--- src/rtl/melody_player_pkg.sv ---
// Shared types and constants for the melody player: FSM states, ROM entry
// layout and the note-code to buzzer-key lookup.
package melody_player_pkg;

  typedef enum logic [2:0] {
    S_IDLE,
    S_FETCH,
    S_PLAY,
    S_GAP,
    S_DONE
  } state_t;

  localparam int         ENTRY_W    = 12;
  localparam logic [3:0] REST_CODE  = 4'd0;
  localparam logic [3:0] END_CODE   = 4'd15;
  localparam logic [7:0] KEY_SILENT = 8'hFF;

  // Active-low key codes indexed by note code; the end marker maps to silence.
  localparam logic [7:0] KEY_LUT [16] = '{
    8'hFF,                                            // rest
    8'hFE, 8'hFD, 8'hFB, 8'hF7, 8'hEF, 8'hDF, 8'hBF,  // low 1..7
    8'h7F,                                            // high 1
    8'h7E, 8'h7D, 8'h7B, 8'h77, 8'h6F, 8'h5F,         // high 2..7
    8'hFF                                             // end marker
  };

  function automatic logic [7:0] code_to_key(input logic [3:0] code);
    return (code == REST_CODE || code == END_CODE) ? KEY_SILENT : KEY_LUT[code];
  endfunction

  // Note length in clk cycles; a zero beat count still plays one beat.
  function automatic logic [31:0] note_cycles(input logic [7:0] beats,
                                              input logic [31:0] beat_cycles);
    logic [7:0] b;
    b = (beats == 8'd0) ? 8'd1 : beats;
    return {24'd0, b} * beat_cycles;
  endfunction

endpackage

--- src/rtl/melody_player_if.sv ---
// Control/status bundle between a host and the melody player.
interface melody_player_if #(
  parameter int AW = 6
);
  logic          start;
  logic          stop;
  logic          loop_en;
  logic [7:0]    key;
  logic          busy;
  logic          done;
  logic [AW-1:0] note_idx;

  modport master (output start, stop, loop_en, input key, busy, done, note_idx);
  modport slave  (input start, stop, loop_en, output key, busy, done, note_idx);
endinterface

--- src/rtl/melody_rom.sv ---
// Melody storage: one 12-bit entry per address ({code, beats}), registered read.
module melody_rom
  import melody_player_pkg::*;
#(
  parameter int                         DEPTH    = 64,
  parameter int                         AW       = $clog2(DEPTH),
  parameter logic [DEPTH*ENTRY_W-1:0]   CONTENTS = {DEPTH{END_CODE, 8'd0}}
) (
  input  logic               clk,
  input  logic [AW-1:0]      addr,
  output logic [ENTRY_W-1:0] data
);

  // Synchronous read: data for addr is valid the cycle after it is presented.
  always_ff @(posedge clk) begin
    data <= CONTENTS[32'(addr)*ENTRY_W +: ENTRY_W];
  end

endmodule

--- src/rtl/melody_player.sv ---
// Melody sequencer: walks the ROM, holds each note's key for its beat count,
// inserts a silent articulation gap, and loops or finishes at the end marker.
//
// state   | meaning
// --------+-----------------------------------------------------------
// S_IDLE  | silent, waiting for start
// S_FETCH | ROM entry for addr is on rom_data; decode it this cycle
// S_PLAY  | key held, duration counter running down
// S_GAP   | key forced silent for the articulation gap
// S_DONE  | one-cycle done pulse, then back to idle
module melody_player
  import melody_player_pkg::*;
#(
  parameter int                       BEAT_CYCLES = 3125000,
  parameter int                       GAP_CYCLES  = 250000,
  parameter int                       DEPTH       = 64,
  parameter logic [DEPTH*ENTRY_W-1:0] ROM_TABLE   =
    {{(DEPTH-3){END_CODE, 8'd0}}, 12'h304, 12'h202, 12'h102}
) (
  input  logic           clk,
  input  logic           rst,
  melody_player_if.slave bus
);

  localparam int            AW        = $clog2(DEPTH);
  localparam logic [31:0]   BEAT_W    = 32'(BEAT_CYCLES);
  localparam logic [31:0]   GAP_W     = 32'(GAP_CYCLES);
  localparam logic [AW-1:0] LAST_ADDR = AW'(DEPTH-1);

  state_t        state, state_d, adv_state;
  logic [AW-1:0] addr, addr_d, adv_addr;
  logic [7:0]    key_q, key_d;
  logic [31:0]   cnt, cnt_d;
  logic [11:0]   rom_data;
  logic [3:0]    rom_code;
  logic [7:0]    rom_beats;

  assign rom_code  = rom_data[11:8];
  assign rom_beats = rom_data[7:0];

  // The ROM is addressed with the next address so the entry is already
  // registered on its output during the single FETCH cycle.
  melody_rom #(
    .DEPTH   (DEPTH),
    .AW      (AW),
    .CONTENTS(ROM_TABLE)
  ) u_rom (
    .clk (clk),
    .addr(addr_d),
    .data(rom_data)
  );

  // Successor after a finished note: next entry, or end-of-melody handling
  // when the address would wrap past the last ROM entry.
  always_comb begin
    adv_state = S_FETCH;
    adv_addr  = addr + AW'(1);
    if (addr == LAST_ADDR) begin
      adv_addr  = '0;
      adv_state = bus.loop_en ? S_FETCH : S_DONE;
    end
  end

  // Next-state, address, key and counter logic; stop overrides everything.
  always_comb begin
    state_d = state;
    addr_d  = addr;
    key_d   = key_q;
    cnt_d   = cnt;
    unique case (state)
      S_IDLE: begin
        if (bus.start) begin
          state_d = S_FETCH;
          addr_d  = '0;
        end
      end
      S_FETCH: begin
        if (rom_code == END_CODE) begin
          addr_d  = '0;
          state_d = bus.loop_en ? S_FETCH : S_DONE;
        end else begin
          state_d = S_PLAY;
          key_d   = code_to_key(rom_code);
          cnt_d   = note_cycles(rom_beats, BEAT_W) - 32'd1;
        end
      end
      S_PLAY: begin
        if (cnt != 32'd0) begin
          cnt_d = cnt - 32'd1;
        end else begin
          key_d = KEY_SILENT;
          if (GAP_CYCLES == 0) begin
            state_d = adv_state;
            addr_d  = adv_addr;
          end else begin
            state_d = S_GAP;
            cnt_d   = GAP_W - 32'd1;
          end
        end
      end
      S_GAP: begin
        if (cnt != 32'd0) begin
          cnt_d = cnt - 32'd1;
        end else begin
          state_d = adv_state;
          addr_d  = adv_addr;
        end
      end
      S_DONE: begin
        state_d = S_IDLE;
      end
      default: begin
        state_d = S_IDLE;
        key_d   = KEY_SILENT;
      end
    endcase
    if (bus.stop) begin
      state_d = S_IDLE;
      addr_d  = '0;
      key_d   = KEY_SILENT;
      cnt_d   = '0;
    end
  end

  // State, address, key and counter registers; reset silences the key at once.
  always_ff @(posedge clk or posedge rst) begin
    if (rst) begin
      state <= S_IDLE;
      addr  <= '0;
      key_q <= KEY_SILENT;
      cnt   <= '0;
    end else begin
      state <= state_d;
      addr  <= addr_d;
      key_q <= key_d;
      cnt   <= cnt_d;
    end
  end

  assign bus.key      = key_q;
  assign bus.busy     = (state != S_IDLE);
  assign bus.done     = (state == S_DONE);
  assign bus.note_idx = addr;

endmodule
--- src/flat_wrapper.sv ---
// flat-port wrapper written by rule: the top's interface ports become plain ports
module melody_player_flat import melody_player_pkg::*;
#(
  parameter int                       BEAT_CYCLES = 3125000,
  parameter int                       GAP_CYCLES  = 250000,
  parameter int                       DEPTH       = 64,
  parameter logic [DEPTH*ENTRY_W-1:0] ROM_TABLE   =
    {{(DEPTH-3){END_CODE, 8'd0}}, 12'h304, 12'h202, 12'h102}
)
  (clk, rst, bus_start, bus_stop, bus_loop_en, bus_key, bus_busy, bus_done, bus_note_idx);
  melody_player_if bus_i ();
  input  logic clk;
  input  logic rst;
  input wire logic [$bits(bus_i.start)-1:0] bus_start;
  input wire logic [$bits(bus_i.stop)-1:0] bus_stop;
  input wire logic [$bits(bus_i.loop_en)-1:0] bus_loop_en;
  output wire logic [$bits(bus_i.key)-1:0] bus_key;
  output wire logic [$bits(bus_i.busy)-1:0] bus_busy;
  output wire logic [$bits(bus_i.done)-1:0] bus_done;
  output wire logic [$bits(bus_i.note_idx)-1:0] bus_note_idx;
  assign bus_i.start = bus_start;
  assign bus_i.stop = bus_stop;
  assign bus_i.loop_en = bus_loop_en;
  assign bus_key = bus_i.key;
  assign bus_busy = bus_i.busy;
  assign bus_done = bus_i.done;
  assign bus_note_idx = bus_i.note_idx;
  melody_player #(.BEAT_CYCLES(BEAT_CYCLES), .GAP_CYCLES(GAP_CYCLES), .DEPTH(DEPTH), .ROM_TABLE(ROM_TABLE)) u_core (.clk(clk), .rst(rst), .bus(bus_i));
endmodule
--- config.mk ---
export PLATFORM = sky130hd
export DESIGN_NAME = melody_player_flat
export DESIGN_NICKNAME = d
export VERILOG_FILES = /design/src/rtl/melody_player_pkg.sv /design/src/rtl/melody_player_if.sv /design/src/rtl/melody_rom.sv /design/src/rtl/melody_player.sv /design/src/flat_wrapper.sv
export SDC_FILE = /design/constraint.sdc
export NUM_CORES = 1
export LEC_CHECK = 0
export CORE_MARGIN = 2
export CORE_UTILIZATION = 35
export DETAILED_ROUTE_END_ITERATION = 8
export PLACE_DENSITY_LB_ADDON = 0.1
export SLEW_MARGIN = 0
export SYNTH_ARGS = -nofsm -noshare
export SYNTH_HDL_FRONTEND = slang
export SYNTH_HIERARCHICAL = 1
export SYNTH_SLANG_ARGS = --single-unit
--- constraint.sdc ---
create_clock -name clk -period 7 [get_ports clk]
set_clock_uncertainty 0.05 [all_clocks]
set_input_delay 2.1 -clock clk [delete_from_list [all_inputs] [get_ports clk]]
set_output_delay 2.1 -clock clk [all_outputs]
set_load 0.005 [all_outputs]
==> flow_summary.json <==
{
  "status": "completed",
  "cts_setup_buffers": 0,
  "fin_cells": 1043,
  "port_buffers": 20,
  "power_w": 0.002760,
  "setup_viol": 0,
  "power.internal_w": 0.001318,
  "combPwrFrac": 0.737,
  "path_class": "flop to flop",
  "fin_crit_ps": 6171,
  "clkTransAtPathRegs_ps": 90,
  "dpl_worst_slack_ps": 937.4,
  "synth_edf_count": 0,
  "syn_area_um2": 6626,
  "min_path_type": "flop to flop",
  "p_clk_frac": 0.104,
  "cts-buffers-inserted": 5,
  "ios": 21,
  "final-hold-violation-count": 0,
  "clock_latency_ps": 320,
  "end_kind": "flop",
  "synth_top_cell_by_area": "dfrtp_1",
  "slew-limit-headroom": 0.3192,
  "ctsResizeCount": 0,
  "remaining_drc_errors": 0,
  "antenna_left": 0,
  "wl_per_cell_um": 16.96,
  "rsz0062_at_grt": "false",
  "ys_ff_latch": 54,
  "worstPathMaxFanout": 11,
  "die_y_um": 141.6,
  "start_util": 0.3554,
  "area_growth_pct": 7.307,
  "grt_pass1_vias": 5696,
  "place_inst": 1035,
  "crit_required_ps": 7150,
  "drive_gt1_frac": 0.07169,
  "clk_path_buf_depth": 2,
  "vias": 5823,
  "globalplace.congestion": 0.8458,
  "syn_avg_cell_area_um2": 8.171,
  "hpwl_um": 14010,
  "grt_overflow": 0,
  "std_cell_rows": 50,
  "swShare": 0.5224,
  "n_antenna_cell": 0,
  "power_frac_seq": 0.158,
  "netlist_instances": 811,
  "drtPass1Iterations": 4,
  "cts_tree": "yes",
  "routed_wl_um": 17690,
  "leakagePower_nw": 3.149,
  "ir_worst_vdd_uv": 170.9,
  "drt_iter0_drc": 336,
  "root_buffer": "clkbuf_16",
  "drv_cap": 0,
  "synth_warnings": 6,
  "hold_buffers": 0,
  "final_max_slew_viol_count": 0,
  "nets": 908,
  "tns_ps": 0,
  "crit_arrival_ps": 6320,
  "grt_max_degree": 50,
  "switchingPower_w": 0.001442,
  "cellPowerDensity_nw_per_um2": 388.1,
  "cp-start-kind": "flop",
  "ys_seq_area_frac": 0.2017,
  "fmax_mhz": 162.0,
  "via_per_inst": 5.583,
  "die_width_um": 141.6,
  "post-route-util": 0.3814,
  "die_area_um2": 20050,
  "fin_ws_ps": 828.8,
  "cts_max_level": 2,
  "coreArea_um2": 18640,
  "antenna_found_initial": 1,
  "yosys-top-cells-area": "dfrtp_1 15%, fa_1 12%, ha_1 11%",
  "period_share": 0.8816,
  "grt_pass1_wl_um": 29310,
  "grt_use_total": 0.1824,
  "cts.sinks": 54,
  "tightest_slew_ps": 1007,
  "synth_ff_type": "dfrtp_1",
  "synthDistinctLibCells": 89,
  "netlist.area_leader.share": 0.1548,
  "async_flop_share": 0.9074
}
-- cells in the mapped netlist, types with 4 or more instances --
cell type   n
a211o_1     6
a211oi_1   12
a21o_2      4
a21oi_1    49
a221oi_1    5
a22oi_1     4
a31oi_1     7
and3_1      4
buf_4       7
clkbuf_1   25
clkbuf_8    4
dfrtp_1    41
dfstp_2     8
dfxtp_1     5
fa_1       39
ha_1       56
inv_1      87
mux2i_1     5
nand2_1    52
nand2b_1    7
nand3_1    23
nand4_1    11
nor2_1     74
nor2b_1     7
nor3_1     27
nor4_1     17
o211ai_1    9
o21a_1      6
o21ai_0    61
o221ai_1    4
o22ai_1     6
o31ai_1     6
o32a_1      4
or2_2       8
or3_1       6
or4_1      11
xnor2_1    19
xor2_1     13
-- through the flow --
| stage | cell area (um2) | hold slack [ps] |
|---|---|---|
| 3_3_place_gp | 6943 | 439.9 |
| 4_1_cts | 7111 | 457.1 |
| 3_5_place_dp | 6943 | 443.1 |
| 5_1_grt | 7111 | 477.6 |
| 6_report | 7111 | 455.0 |
| 2_1_floorplan | 6645 | 411.4 |
-- logic make-up (layout without fill, tap and decap cells) --
logic type      Yosys count  count (layout)  synth area share
compound gates          213             213            0.2085
xor+xnor                 32              32           0.04230
fa+ha+maj                95              95            0.2236
buf+inv                 130             123           0.08780
flops                    54              54            0.2017
mux                       5               5          0.007553
other cells               1               6         0.0005659
simple gates            281             281            0.2281
-- cells in the final DEF, fill, tap and decap left out, types with 4 or more instances in the layout --
cell type and instances:
nand2_1 52, nor3_1 27, a211o_1 6, nor2b_1 7, or4_1 11, buf_4 8, nor2_1 74, o22ai_1 6
nand2b_1 7, ha_1 56, o21ai_0 61, conb_1 6, a22oi_1 4, xor2_1 13, o32a_1 4, and3_1 4
clkbuf_16 6, a21oi_1 49, a21o_2 4, a221oi_1 5, mux2i_1 5, clkdlybuf4s50_1 20, o221ai_1 4, inv_1 86
or3_1 6, o21a_1 6, nand3_1 23, dfrtp_1 41, nor4_1 17, dfxtp_1 5, o211ai_1 9, a211oi_1 12
fa_1 39, nand4_1 11, or2_2 8, dfstp_2 8, a31oi_1 7, o31ai_1 6, xnor2_1 19
-- critical path: stages (launching register included) --
cell and delay, ps:
dfxtp_1 360, inv_1 120, ha_1 200, nor4bb_1 370
a21oi_1 250, ha_1 450, fa_1 490, fa_1 540
inv_1 50, fa_1 490, inv_1 40, ha_1 420
a21o_2 280, or3_2 400, or4_1 400, o211a_2 170
or4_4 490, nor4_4 200, xnor2_1 100, a21o_1 200
-- final timing paths --
kind | from | endpoint | slack (ps) | cells past startpoint
worst min register to register | u_core/bus.key[5] | u_core/bus.key[5] | 460 | 2
min in group asynchronous | rst | u_core/state[0] | 2220 | 3
worst min-delay path | u_core/bus.key[5] | u_core/bus.key[5] | 460 | 2
max in group asynchronous | rst | u_core/cnt[7] | 4200 | 3
worst max-delay path | u_core/u_rom/data[2] | u_core/cnt[26] | 830 | 19
worst max register to register | u_core/u_rom/data[2] | u_core/cnt[26] | 830 | 19
-- per-layer routing --
layer  global-route usage  vias to the layer above  wire length [um]
met5                    0                        -                 0
met4              0.04789                        0               267
met1               0.2355                     2828              8349
met2               0.3270                       87              8728
met3              0.01789                       17               343
li1                     -                     2891                 -
-- power by group through the flow --
stage | Sequential [W] | Combinational (W) | Clock, W
CTS | 0.000436 | 0.00196 | 0.000299
floorplan | 0.000413 | 0.00166 | 0
global route | 0.000447 | 0.00229 | 0.000314
detailed placement | 0.000440 | 0.00195 | 0
finish | 0.000437 | 0.00203 | 0.000288
global placement | 0.000438 | 0.00193 | 0
-- state kept, by name, summed over array words and instances, names as in the netlist --
signal               cells
u_core/bus.note_idx      6
u_core/cnt              32
u_core/bus.key           8
u_core/state             3
u_core/u_rom/data        5
-- area by class of cell --
class | instances | area (um2)
Tap cell | 234 | 292.8
Timing Repair Buffer | 28 | 260.3
Multi-Input combinational cell | 632 | 4727
Clock buffer | 6 | 150.1
Inverter | 87 | 326.6
Clock inverter | 2 | 17.52
Fill cell | 1952 | 11530
Sequential cell | 54 | 1336
No activity file was read; power rests on OpenSTA's default activity.
